[src/rtl/handshake_channel_arbiter_if.sv]
// Requester-side and channel-side signals of the shared toggle-handshake CDC channel.
// The master modport is the arbiter. The slave modport is the requesters plus the channel.
interface handshake_channel_arbiter_if #(
  parameter int NUM_REQ    = 4,
  parameter int DATA_WIDTH = 16,
  parameter int ID_WIDTH   = 2
);
  logic [NUM_REQ-1:0]            i_req_valid;
  logic [NUM_REQ*DATA_WIDTH-1:0] i_req_data;
  logic [NUM_REQ-1:0]            o_req_ready;
  logic                          o_ch_req;
  logic [ID_WIDTH+DATA_WIDTH-1:0] o_ch_data;
  logic                          i_ch_ack;
  logic                          o_busy;
  logic [ID_WIDTH-1:0]           o_grant_id;
  logic                          o_stall_err;

  modport master (
    input  i_req_valid, i_req_data, i_ch_ack,
    output o_req_ready, o_ch_req, o_ch_data, o_busy, o_grant_id, o_stall_err
  );

  modport slave (
    output i_req_valid, i_req_data, i_ch_ack,
    input  o_req_ready, o_ch_req, o_ch_data, o_busy, o_grant_id, o_stall_err
  );
endinterface

[src/rtl/handshake_channel_arbiter.sv]
// Round-robin scheduler that shares one toggle-handshake CDC channel among NUM_REQ requesters.
// It holds the channel until the toggle ack matches, and a sticky watchdog flags slow acks.
module handshake_channel_arbiter #(
  parameter int NUM_REQ        = 4,
  parameter int DATA_WIDTH     = 16,
  parameter int ID_WIDTH       = 2,
  parameter int TIMEOUT_CYCLES = 255
) (
  input  logic i_clk,
  input  logic rst,
  handshake_channel_arbiter_if.master ch
);

  localparam int WD_W = (TIMEOUT_CYCLES < 2) ? 1 : $clog2(TIMEOUT_CYCLES + 1);
  localparam logic [WD_W-1:0] WD_MAX = WD_W'(TIMEOUT_CYCLES);

  typedef enum logic {IDLE, WAIT} state_t;

  state_t                         state;
  logic [ID_WIDTH-1:0]            last_q;
  logic [WD_W-1:0]                wd_q;
  logic [WD_W-1:0]                wd_nxt;
  logic                           ch_req_q;
  logic [ID_WIDTH+DATA_WIDTH-1:0] ch_data_q;
  logic [ID_WIDTH-1:0]            grant_q;
  logic                           busy_q;
  logic                           err_q;

  logic                           win_vld;
  logic [ID_WIDTH-1:0]            win_id;
  logic [ID_WIDTH-1:0]            cand;
  logic [DATA_WIDTH-1:0]          win_data;
  logic [NUM_REQ-1:0]             ready;

  // Search starts just after the last winner and wraps, so every requester gets a turn.
  always_comb begin
    win_vld = 1'b0;
    win_id  = '0;
    cand    = '0;
    for (int i = 1; i <= NUM_REQ; i++) begin
      cand = ID_WIDTH'((int'(last_q) + i) % NUM_REQ);
      if (!win_vld && ch.i_req_valid[cand]) begin
        win_vld = 1'b1;
        win_id  = cand;
      end
    end
  end

  always_comb begin
    win_data = '0;
    for (int k = 0; k < NUM_REQ; k++) begin
      if (win_id == ID_WIDTH'(k)) win_data = ch.i_req_data[k*DATA_WIDTH +: DATA_WIDTH];
    end
  end

  always_comb begin
    ready = '0;
    if (state == IDLE && win_vld) ready[win_id] = 1'b1;
  end

  assign wd_nxt = wd_q + WD_W'(1);

  always_ff @(posedge i_clk) begin
    if (!rst) begin
      state     <= IDLE;
      last_q    <= ID_WIDTH'(NUM_REQ - 1);
      wd_q      <= '0;
      ch_req_q  <= 1'b0;
      ch_data_q <= '0;
      grant_q   <= '0;
      busy_q    <= 1'b0;
      err_q     <= 1'b0;
    end else begin
      case (state)
        IDLE: begin
          if (win_vld) begin
            ch_data_q <= {win_id, win_data};
            grant_q   <= win_id;
            last_q    <= win_id;
            ch_req_q  <= ~ch_req_q;
            wd_q      <= '0;
            busy_q    <= 1'b1;
            state     <= WAIT;
          end
        end
        WAIT: begin
          // A late ack never aborts the transfer; dropping it would leave the toggles out of step.
          if (ch.i_ch_ack == ch_req_q) begin
            busy_q <= 1'b0;
            state  <= IDLE;
          end else if (TIMEOUT_CYCLES != 0 && wd_q != WD_MAX) begin
            wd_q <= wd_nxt;
            if (wd_nxt == WD_MAX) err_q <= 1'b1;
          end
        end
        default: state <= IDLE;
      endcase
    end
  end

  assign ch.o_req_ready = ready;
  assign ch.o_ch_req    = ch_req_q;
  assign ch.o_ch_data   = ch_data_q;
  assign ch.o_busy      = busy_q;
  assign ch.o_grant_id  = grant_q;
  assign ch.o_stall_err = err_q;

endmodule

[src/flat_wrapper.sv]
// flat-port wrapper written by rule: the top's interface ports become plain ports
module handshake_channel_arbiter_flat 
#(
  parameter int NUM_REQ        = 4,
  parameter int DATA_WIDTH     = 16,
  parameter int ID_WIDTH       = 2,
  parameter int TIMEOUT_CYCLES = 255
)
  (i_clk, rst, ch_i_req_valid, ch_i_req_data, ch_i_ch_ack, ch_o_req_ready, ch_o_ch_req, ch_o_ch_data, ch_o_busy, ch_o_grant_id, ch_o_stall_err);
  handshake_channel_arbiter_if #(.NUM_REQ(NUM_REQ), .DATA_WIDTH(DATA_WIDTH), .ID_WIDTH(ID_WIDTH)) ch_i ();
  input  logic i_clk;
  input  logic rst;
  input wire logic [$bits(ch_i.i_req_valid)-1:0] ch_i_req_valid;
  input wire logic [$bits(ch_i.i_req_data)-1:0] ch_i_req_data;
  input wire logic [$bits(ch_i.i_ch_ack)-1:0] ch_i_ch_ack;
  output wire logic [$bits(ch_i.o_req_ready)-1:0] ch_o_req_ready;
  output wire logic [$bits(ch_i.o_ch_req)-1:0] ch_o_ch_req;
  output wire logic [$bits(ch_i.o_ch_data)-1:0] ch_o_ch_data;
  output wire logic [$bits(ch_i.o_busy)-1:0] ch_o_busy;
  output wire logic [$bits(ch_i.o_grant_id)-1:0] ch_o_grant_id;
  output wire logic [$bits(ch_i.o_stall_err)-1:0] ch_o_stall_err;
  assign ch_i.i_req_valid = ch_i_req_valid;
  assign ch_i.i_req_data = ch_i_req_data;
  assign ch_i.i_ch_ack = ch_i_ch_ack;
  assign ch_o_req_ready = ch_i.o_req_ready;
  assign ch_o_ch_req = ch_i.o_ch_req;
  assign ch_o_ch_data = ch_i.o_ch_data;
  assign ch_o_busy = ch_i.o_busy;
  assign ch_o_grant_id = ch_i.o_grant_id;
  assign ch_o_stall_err = ch_i.o_stall_err;
  handshake_channel_arbiter #(.NUM_REQ(NUM_REQ), .DATA_WIDTH(DATA_WIDTH), .ID_WIDTH(ID_WIDTH), .TIMEOUT_CYCLES(TIMEOUT_CYCLES)) u_core (.i_clk(i_clk), .rst(rst), .ch(ch_i));
endmodule
[config.mk]
export PLATFORM = sky130hd
export DESIGN_NAME = handshake_channel_arbiter_flat
export DESIGN_NICKNAME = d
export VERILOG_FILES = /design/src/rtl/handshake_channel_arbiter_if.sv /design/src/rtl/handshake_channel_arbiter.sv /design/src/flat_wrapper.sv
export SDC_FILE = /design/constraint.sdc
export NUM_CORES = 1
export LEC_CHECK = 0
export ABC_CLOCK_PERIOD_IN_PS = 1800
export CAP_MARGIN = 20
export CORE_ASPECT_RATIO = 1.4
export CORE_UTILIZATION = 35
export CTS_CLUSTER_DIAMETER = 80
export DETAILED_ROUTE_END_ITERATION = 16
export PLACE_DENSITY = 0.78
export SETUP_SLACK_MARGIN = 0.1
export SLEW_MARGIN = 15
export SYNTH_ARGS = -nofsm -noshare
export SYNTH_HDL_FRONTEND = slang
export SYNTH_SLANG_ARGS = --single-unit
[constraint.sdc]
create_clock -name i_clk -period 1.8 [get_ports i_clk]
set_input_delay 0.27 -clock i_clk [delete_from_list [all_inputs] [get_ports i_clk]]
set_output_delay 0.27 -clock i_clk [all_outputs]
set_load 0.1 [all_outputs]
==> results of run 1 <==
## registers in the layout, summed over array words and instances, names as in the netlist
signal / flops
u_core.ch.o_busy: 1
u_core.ch.o_ch_data: 17
u_core.ch.o_ch_req: 1
u_core.ch.o_grant_id: 1
u_core.ch.o_stall_err: 1
u_core.last_q: 2
u_core.state: 1
u_core.wd_q: 8
## cell families (layout without fill, tap and decap cells)
| kind of cell | after synthesis | count (layout) | synth area share, % |
|---|---|---|---|
| AOI/OAI and AO/OA | 46 | 46 | 20.04 |
| xor gates and xnor gates | 5 | 5 | 2.386 |
| muxes | 34 | 34 | 19.63 |
| buffers and inverters | 16 | 151 | 5.249 |
| and+or+nand+nor | 64 | 64 | 16.43 |
| adders and majority gates | 2 | 2 | 1.363 |
| DFF | 32 | 32 | 34.90 |
## worst max-delay path by stage
stage	startpoint	endpoint	slack, ns	depth (start not counted)
3_5_place_dp	ch_i_req_valid[3]	u_core.ch.o_ch_data[13]	-0.44	6
6_report	u_core.last_q[1]	ch_o_req_ready[0]	-0.22	6
3_3_place_gp	ch_i_req_valid[3]	u_core.ch.o_ch_data[11]	-0.38	6
5_1_grt	u_core.last_q[1]	ch_o_req_ready[0]	-0.29	6
4_1_cts	u_core.last_q[1]	ch_o_req_ready[0]	-0.19	6
2_1_floorplan	u_core.last_q[1]	ch_o_req_ready[0]	-0.17	5
## per-stage QoR
stage	total power [uW]	setup TNS [ns]	setup WS, ns	cell area, um^2	hold WS [ns]
global placement	2427	-7.261	-0.3758	3157	0.4534
floorplan	1904	-0.4365	-0.1658	1924	0.3411
CTS	3207	-1.033	-0.1907	3456	0.4789
finish	3271	-1.367	-0.2157	3573	0.4763
detailed placement	2445	-8.528	-0.4390	3157	0.4638
global route	3395	-2.383	-0.2865	3573	0.5023
## cell type report
class	instances	area, um^2	area share [%]
timing repair buffer	138	1460	40.86
multi-input combinational	151	1260	35.26
sequential	32	654.4	18.31
clock buffer	8	100.1	2.801
tap	64	80.08	2.241
inverter	5	18.77	0.5252
## cells in the final DEF (no fill, tap or decap), types with 3 or more instances in the layout
| master | netlist | layout |
|---|---|---|
| mux2i_1 | 18 | 16 |
| buf_8 | 0 | 3 |
| o21ai_0 | 8 | 7 |
| nand2_1 | 7 | 7 |
| clkbuf_8 | 0 | 7 |
| xnor2_1 | 3 | 3 |
| clkdlybuf4s50_1 | 0 | 66 |
| dfxtp_4 | 0 | 3 |
| buf_12 | 0 | 12 |
| nand3_1 | 6 | 5 |
| dfxtp_1 | 32 | 27 |
| mux2_4 | 0 | 16 |
| inv_1 | 5 | 5 |
| a221o_1 | 16 | 16 |
| buf_6 | 3 | 11 |
| buf_4 | 3 | 40 |
| a31oi_1 | 3 | 3 |
| a21oi_1 | 8 | 7 |
| nor2_1 | 33 | 32 |
| dlygate4sd2_1 | 0 | 4 |
## critical path, delay by kind of cell, from the launching register on
kind,cells,cell delay (ns)
simple gates,2,0.32
compound gates,2,0.28
mux,1,0.26
buf+inv,1,0.18
flops,1,0.41
## what timing repair did
action / CTS / global route
gates resized for setup: 29 / 17
pin swaps: 15 / 8
setup endpoints to repair: 24 / 26
setup buffers: 9 / 4
gates cloned: 2 / 0
endpoints found under the hold margin: 0 / 0
## power by group through the flow
stage               Sequential (uW)  Clock, uW  Combinational (uW)
global route                    878        655                1860
detailed placement              872          0                1570
global placement                872          0                1560
finish                          867        614                1790
floorplan                      1350          0                 558
CTS                             860        617                1730
## layer usage
metal / up-vias / wire length [um] / GRT usage [%]
li1: 999 / - / -
met1: 947 / 2105 / 20.49
met2: 101 / 3422 / 44.67
met3: 19 / 427 / 7.552
met4: 0 / 170 / 9.711
met5: - / 0 / 0
==> results.md, run 1 <==
* Finished Core Util at 72.12%
* Die width at 63.21 um
* Final worst path period share at 112.0%
* Clock power frac at 18.8%
* Hold buffer count at CTS at 0
* Cell Area, Synth at 1836 um^2
* Routed vias/inst at 5.191
* Routed len/inst at 15.39 um
* DIE AREA at 5542 um^2
* Synth top area share at 34.90%
* List of most frequent post-synthesis cells: nor2_1, dfxtp_1, mux2i_1, a221o_1, mux2_2
* Crit. End Element: output port
* Initial antenna violation count at 0
* Chip Height at 87.69 um
* Number of port buffers at 97
* Status: finished with violations
* Worst vdd ir at 0.4717 mV
* Crit path cell chain: mux2i_4 > o22ai_4 > a21oi_4 > and2_4 > nor2b_4 > buf_12
* Synth area leader: dfxtp_1
* Largest cells by area after synthesis: dfxtp_1, mux2i_1, a221o_1, nor2_1, mux2_2
* Req. time, crit path at 1.53 ns
* Hold Crit Start: u_core.ch.o_stall_err
* Leak Pwr at 0.001524 uW
* Max incr delay on CP at 0.41 ns
* Final Max Tran Viols at 0
* RSZ-0062 raised after global routing: yes
* Worst r2r src: u_core.last_q[0]
* TritonRoute pass-1 iters at 4
* H-tree Lvls at 2
* Clock skew at 0.005962 ns
* Post-route non-filler standard cell count at 398
* Synth warn at 0
* Switching share of power at 41.42%
* Slew margin rel. at 80.62%
* CTS tree: yes
* Fillers at 356
* HP Class: reg -> reg
* Max frequency at 496.1 MHz
* Clock Tree Buf Depth at 2
* Comb power frac at 54.7%
* Sequential area share after synthesis at 34.90%
* Core Region at 4955 um^2
* P per Cell Area at 915.3 nW/um^2
* Hold endpoint: u_core.ch.o_stall_err
* Num rows at 30
* Number of CTS-inserted buffers at 5
* Critical Path Fanout Max at 7
* Post-synth EDFFs at 0
* Ant. Diodes at 0
* GRT Total Usage at 22.49%
* Max Cap Viol at 0
* Pin count of the biggest net entering global routing at 17
* Mapped Nets at 272
* Root buffer cell: clkbuf_8
* Setup CP Type: reg -> out
* FF-to-FF End: u_core.ch.o_ch_data[3]
* Clock Latency Late Sink at 0.29 ns
* Asr flop ratio synth at 0%
* Post-synthesis cell count at 199
* Worst hold path stage count at 1
* Mapped Avg Cell Area at 9.224 um^2
* Setup slack, reg-to-reg at -0.08 ns
* Worst setup SP type: flip-flop
* Worst EP arrival at 1.75 ns
* Prevailing post-synth register cell: dfxtp_1
* FF-to-FF path depth at 7
* Gr ovfl total at 0
* Boundary Pins at 98
* Netlist cell types at 39
* Part of the power in registers at 26.5%
* Hold Vio Cnt, Final at 0
* Tmin final at 2.016 ns
* First-pass GRT wire length at 9425 um
* Worst slew pin tran at 0.2931 ns
* Final GP Congestion at 0.8267
* Inst Count DP at 375
* Half-perimeter wire length after placement at 4285 um
* Worst setup margin at -0.2157 ns
* Vias in the first global route at 2,115
* Iter 0 DRT Violations at 66
* Initial Util at 37.05%
* Clk pin slew, worst setup/hold paths at 0.07 ns
* Slowest cell on the critical path: dfxtp_4
* Final setup fails at 20
* Psw at 1355 uW
* Area growth syn-to-layout at 94.68%
* Routed WL at 6126 um
* Vias at 2,066
* Int Power at 1916 uW
* Failing checks: negative setup slack
* Clock Sinks at 32
* Final nets at 406
* Drc violations at 0
* Cell with the most instances after synthesis: nor2_1
* Seq cells post-synth at 32
* Final ANT Viol Nets at 0
* Layout cells sized above 1 at 34.73%
Power figures use the tool's default switching activity.
==> inputs of run 2 (changes only) <==
CORE_UTILIZATION = 32   (was 35)
CTS_CLUSTER_SIZE = 10   (was default)
PLACE_DENSITY = 0.72   (was 0.78)
==> run 2 against run 1 <==
  * Utilization shrank 7.5 points
  * Sequential share of layout area shrank 0.057 points
  * Hold slack gained 0.0069 ns
  * Wire length shrank 6.6%
  * The run still ends with negative setup slack left
  * Register-to-register slack lost 0.05 ns
  * Combinational power is essentially flat
==> results.md, run 2 (synthesized netlist as in run 1, its figures left out) <==
* Crit. End Element: output port
* Inst Count DP at 385
* Critical Path Fanout Max at 6
* Slew margin rel. at 74.15%
* TritonRoute pass-1 iters at 4
* Layout cells sized above 1 at 35.82%
* Failing checks: negative setup slack
* Reg area at 651.9 um^2
* Req. time, crit path at 1.53 ns
* Clock Sinks at 32
* Worst vdd ir at 0.4402 mV
* FF-to-FF End: u_core.ch.o_ch_data[7]
* Worst hold path stage count at 1
* Hold endpoint: u_core.ch.o_stall_err
* Final ANT Viol Nets at 0
* CTS tree: yes
* Vias at 2,013
* Max Cap Viol at 0
* Core Region at 5525 um^2
* Setup CP Type: reg -> out
* HP Class: reg -> reg
* Hold Vio Cnt, Final at 0
* Routed len/inst at 14.19 um
* Max frequency at 501.0 MHz
* Drc violations at 0
* Final setup fails at 19
* Tmin final at 1.996 ns
* Hold Crit Start: u_core.ch.o_stall_err
* Worst setup SP type: flip-flop
* Chip Height at 91.61 um
* RSZ-0062 raised after global routing: yes
* Number of flip-flops in the largest register at 17
* Clock Tree Buf Depth at 2
* Fillers at 456
* Pin count of the biggest net entering global routing at 17
* Die width at 66.01 um
* Clock Latency Late Sink at 0.29 ns
* Clock skew at 0.007115 ns
* Most common cell after layout, fill and taps aside: clkdlybuf4s50_1
* Gr ovfl total at 0
* Boundary Pins at 98
* Worst setup margin at -0.1961 ns
* Initial antenna violation count at 0
* Number of CTS-inserted buffers at 5
* P per Cell Area at 930.2 nW/um^2
* Post-route non-filler standard cell count at 403
* Final GP Congestion at 0.8493
* Initial Util at 33.22%
* Worst EP arrival at 1.73 ns
* Routed vias/inst at 4.995
* Status: finished with violations
* Area growth syn-to-layout at 94.55%
* FF-to-FF path depth at 7
* Final worst path period share at 110.9%
* Vias in the first global route at 2,047
* Num rows at 32
* Setup slack, reg-to-reg at -0.13 ns
* Ant. Diodes at 0
* Commonest non-fill, non-tap cells in the layout: clkdlybuf4s50_1, buf_4, nor2_1
* Final Max Tran Viols at 0
* Half-perimeter wire length after placement at 4345 um
* Iter 0 DRT Violations at 56
* GRT Total Usage at 20.48%
* Number of port buffers at 97
* H-tree Lvls at 2
* DIE AREA at 6047 um^2
* Root buffer cell: clkbuf_8
* First-pass GRT wire length at 9397 um
* Area of the multi-input gates at 1229 um^2
* Worst slew pin tran at 0.3873 ns
* Final nets at 407
* Clk pin slew, worst setup/hold paths at 0.07 ns
* Worst r2r src: u_core.last_q[1]
* Hold buffer count at CTS at 0
* Setup TNS Final at -1.377 ns
* Leak Pwr at 0.001524 uW
* Routed WL at 5720 um
-- run 2: layer usage --
layer	vias up	GRT usage (%)	routed length, um
met3	11	3.731	300
met5	-	0	0
met4	0	9.574	144
met1	922	20.28	2024
li1	1004	-	-
met2	76	39.20	3251
-- run 2: final cells by class --
cell class / instances / share of cell area [%]
Timing Repair Buffer: 139 / 41.31
Clock buffer: 5 / 1.927
Tap cell: 68 / 2.383
Inverter: 5 / 0.5256
Sequential cell: 32 / 18.26
Multi-Input combinational cell: 151 / 34.41
Clock inverter: 3 / 1.191
-- run 2: what timing repair did --
action                     4_1_cts  5_1_grt
resized for setup               26        8
cloned                           2        0
pin swaps                       14        4
setup endpoints to repair       22       28
buffers inserted                 7        1
hold endpoints to repair         0        0
-- run 2: how the worst max path moves through the flow --
stage	end	startpoint	depth (start not counted)
2_1_floorplan	ch_o_req_ready[0]	u_core.last_q[1]	5
3_3_place_gp	u_core.ch.o_ch_data[10]	ch_i_req_valid[3]	6
3_5_place_dp	u_core.ch.o_ch_data[12]	ch_i_req_valid[3]	8
4_1_cts	ch_o_req_ready[0]	u_core.last_q[1]	6
5_1_grt	ch_o_req_ready[0]	u_core.last_q[1]	6
6_report	ch_o_req_ready[0]	u_core.last_q[1]	6
-- run 2: power by group --
| part | total [uW] | internal (uW) | switching [uW] |
|---|---|---|---|
| sequential | 868 | 792 | 76.2 |
| combinational | 1760 | 769 | 990 |
| clock | 694 | 409 | 284 |
-- run 2: critical path: stages, from the launching register on --
cell and delay [ns]:
dfxtp_4 0.40, mux2i_2 0.23, o22ai_2 0.10, a21oi_2 0.19, and2_4 0.19, nor2b_4 0.15
buf_12 0.18
-- run 2: per-stage QoR --
stage	total power, uW	hold slack, ns	cell area [um^2]	worst slack, ns	utilization, %
finish	3322	0.4831	3571	-0.1961	64.63
global route	3453	0.5063	3571	-0.2700	64.63
CTS	3335	0.4934	3533	-0.1894	63.95
detailed placement	2485	0.4759	3219	-0.4434	58.27
global placement	2466	0.4508	3219	-0.4058	58.27
floorplan	1904	0.3411	1924	-0.1658	-
==> inputs of run 3 (changes only) <==
CELL_PAD_IN_SITES_DETAIL_PLACEMENT = 1   (was default)
CELL_PAD_IN_SITES_GLOBAL_PLACEMENT = 2   (was default)
CORE_UTILIZATION = 19   (was 32)
PLACE_DENSITY = 0.77   (was 0.72)
==> run 3 against run 2 <==
  * The flow still finishes with violations (negative setup slack)
  * Cell count grew 11%
  * Utilization shrank 26 points
  * Clock skew shrank 0.0040 ns
  * Power grew 4.9%
  * Critical path depth grew 1
  * Non-clock buffer count grew 2
  * Combinational power grew 2%
  * Clock-buffer cell count grew 1
  * Design area grew 2.7%
  * Die area grew 66%
==> results.md, run 3 (synthesized netlist as in run 1, its figures left out) <==
* Status: finished with violations
* Failing checks: negative setup slack
* Final Max Tran Viols at 0
* Max Cap Viol at 0
* Worst EP arrival at 1.72 ns
* Initial Util at 19.51%
* Req. time, crit path at 1.53 ns
* Number of port buffers at 97
* RSZ-0062 raised after global routing: yes
* Clock Tree Buf Depth at 2
* Fillers at 1,048
* Worst vdd ir at 0.4410 mV
* Root buffer cell: clkbuf_16
* FF-to-FF End: u_core.ch.o_ch_data[6]
* Final GP Congestion at 0.7920
* Hold Vio Cnt, Final at 0
* Vias at 2,075
* TritonRoute pass-1 iters at 4
* Hold endpoint: u_core.ch.o_stall_err
* Busiest grt layer: met2
* Final nets at 409
* Iter 0 DRT Violations at 91
* Met3 Resource Use GR at 3.422%
* Clock Sinks at 32
* Worst setup SP type: flip-flop
* Routed len/inst at 15.63 um
* H-tree Lvls at 2
* Drc violations at 0
* Ant. Diodes at 0
* Final worst path period share at 110.5%
* DIE AREA at 10,060 um^2
* Pin count of the biggest net entering global routing at 17
* Worst slew pin tran at 0.4010 ns
* Critical Path Fanout Max at 7
* Gr ovfl total at 0
* Hold Crit Start: u_core.ch.o_stall_err
* GR Util met1 at 14.48%
* Boundary Pins at 98
* Clock skew at 0.003074 ns
* Reg area at 654.4 um^2
* CTS tree: yes
* Setup CP Type: reg -> out
* Die width at 85.07 um
* Hold buffer count at CTS at 0
* P per Cell Area at 950.2 nW/um^2
* Slew margin rel. at 73.23%
* Commonest non-fill, non-tap cells in the layout: clkdlybuf4s50_1, buf_4, nor2_1
* GRT Total Usage at 14.62%
* Finished Core Util at 39.00%
* Half-perimeter wire length after placement at 5167 um
* Max frequency at 502.7 MHz
* Chip Height at 118.3 um
* Worst setup margin at -0.1893 ns
* Number of flip-flops in the largest register at 17
* Clk pin slew, worst setup/hold paths at 0.05 ns
* Tmin final at 1.989 ns
* HP Class: reg -> reg
* Core Region at 9407 um^2
* Setup slack, reg-to-reg at -0.16 ns
* Routed WL at 6986 um
* FF-to-FF path depth at 7
* Crit. End Element: output port
* Final setup fails at 20
* GRT met2 Usage at 28.18%
* Clock Latency Late Sink at 0.27 ns
* Most common cell after layout, fill and taps aside: clkdlybuf4s50_1
* Final ANT Viol Nets at 0
* Layout cells sized above 1 at 35.01%
* Leak Pwr at 0.001551 uW
* Area growth syn-to-layout at 99.86%
* First-pass GRT wire length at 11,560 um
* Num rows at 42
* Area of the multi-input gates at 1217 um^2
* Initial antenna violation count at 0
* Vias in the first global route at 2,400
* Worst hold path stage count at 1
* Number of CTS-inserted buffers at 5
* Worst hold slack at 0.4696 ns
* Worst r2r src: u_core.last_q[0]
* Routed vias/inst at 4.642
==> run 3: layout make-up <==
type | count | share of cell area [%]
repair buffers | 141 | 40.89
multi-input cells | 151 | 33.19
flip-flops and latches | 32 | 17.84
well taps | 110 | 3.752
clock buffers | 6 | 3.513
inverters | 5 | 0.5116
clock inverters | 2 | 0.3070
==> run 3: power breakdown <==
| part | total [uW] | switching (uW) | internal, uW |
|---|---|---|---|
| combinational | 1800 | 1020 | 788 |
| sequential | 871 | 77.8 | 794 |
| clock | 810 | 300 | 510 |
| total | 3490 | 1390 | 2090 |
==> run 3: worst max path at each step <==
stage | start | end | slack (ns) | depth (start not counted)
after floorplan | u_core.last_q[1] | ch_o_req_ready[0] | -0.17 | 5
after global placement | ch_i_req_valid[2] | u_core.ch.o_ch_data[14] | -0.49 | 7
after detailed placement | ch_i_req_valid[2] | u_core.ch.o_ch_data[4] | -0.55 | 7
after CTS | u_core.last_q[1] | ch_o_req_ready[0] | -0.20 | 7
after global routing | u_core.last_q[1] | ch_o_req_ready[0] | -0.26 | 7
final | u_core.last_q[1] | ch_o_req_ready[0] | -0.19 | 7
==> run 3: through the flow <==
step                cells  setup TNS, ns  setup WS [ns]  area, um^2  power [uW]
floorplan             199        -0.4365        -0.1658        1924        1904
global placement      424         -9.749        -0.4946        3237        2468
detailed placement    424         -11.18        -0.5537        3237        2488
CTS                   446         -2.443        -0.1953        3620        3483
global route          447         -4.003        -0.2581        3669        3622
finish                447         -2.385        -0.1893        3669        3486
==> run 3: routing by layer <==
layer	wire [um]	part of all wire [%]
met5	0	0
met3	382	5.5
met1	2518	36
met4	233	3.3
met2	3851	55
==> run 3: critical path: stages, from the launching register on <==
cell     delay (ns)
dfxtp_4        0.38
mux2i_1        0.23
o22ai_2        0.10
a21oi_2        0.13
buf_6          0.13
and2_4         0.15
nor2b_4        0.15
buf_12         0.18
==> run 3: what timing repair did <==
item	in CTS	in global routing
cloned	2	1
resized for setup	33	7
endpoints found under the hold margin	0	0
setup endpoints to repair	24	26
pin swaps	10	9
buffers inserted	12	0
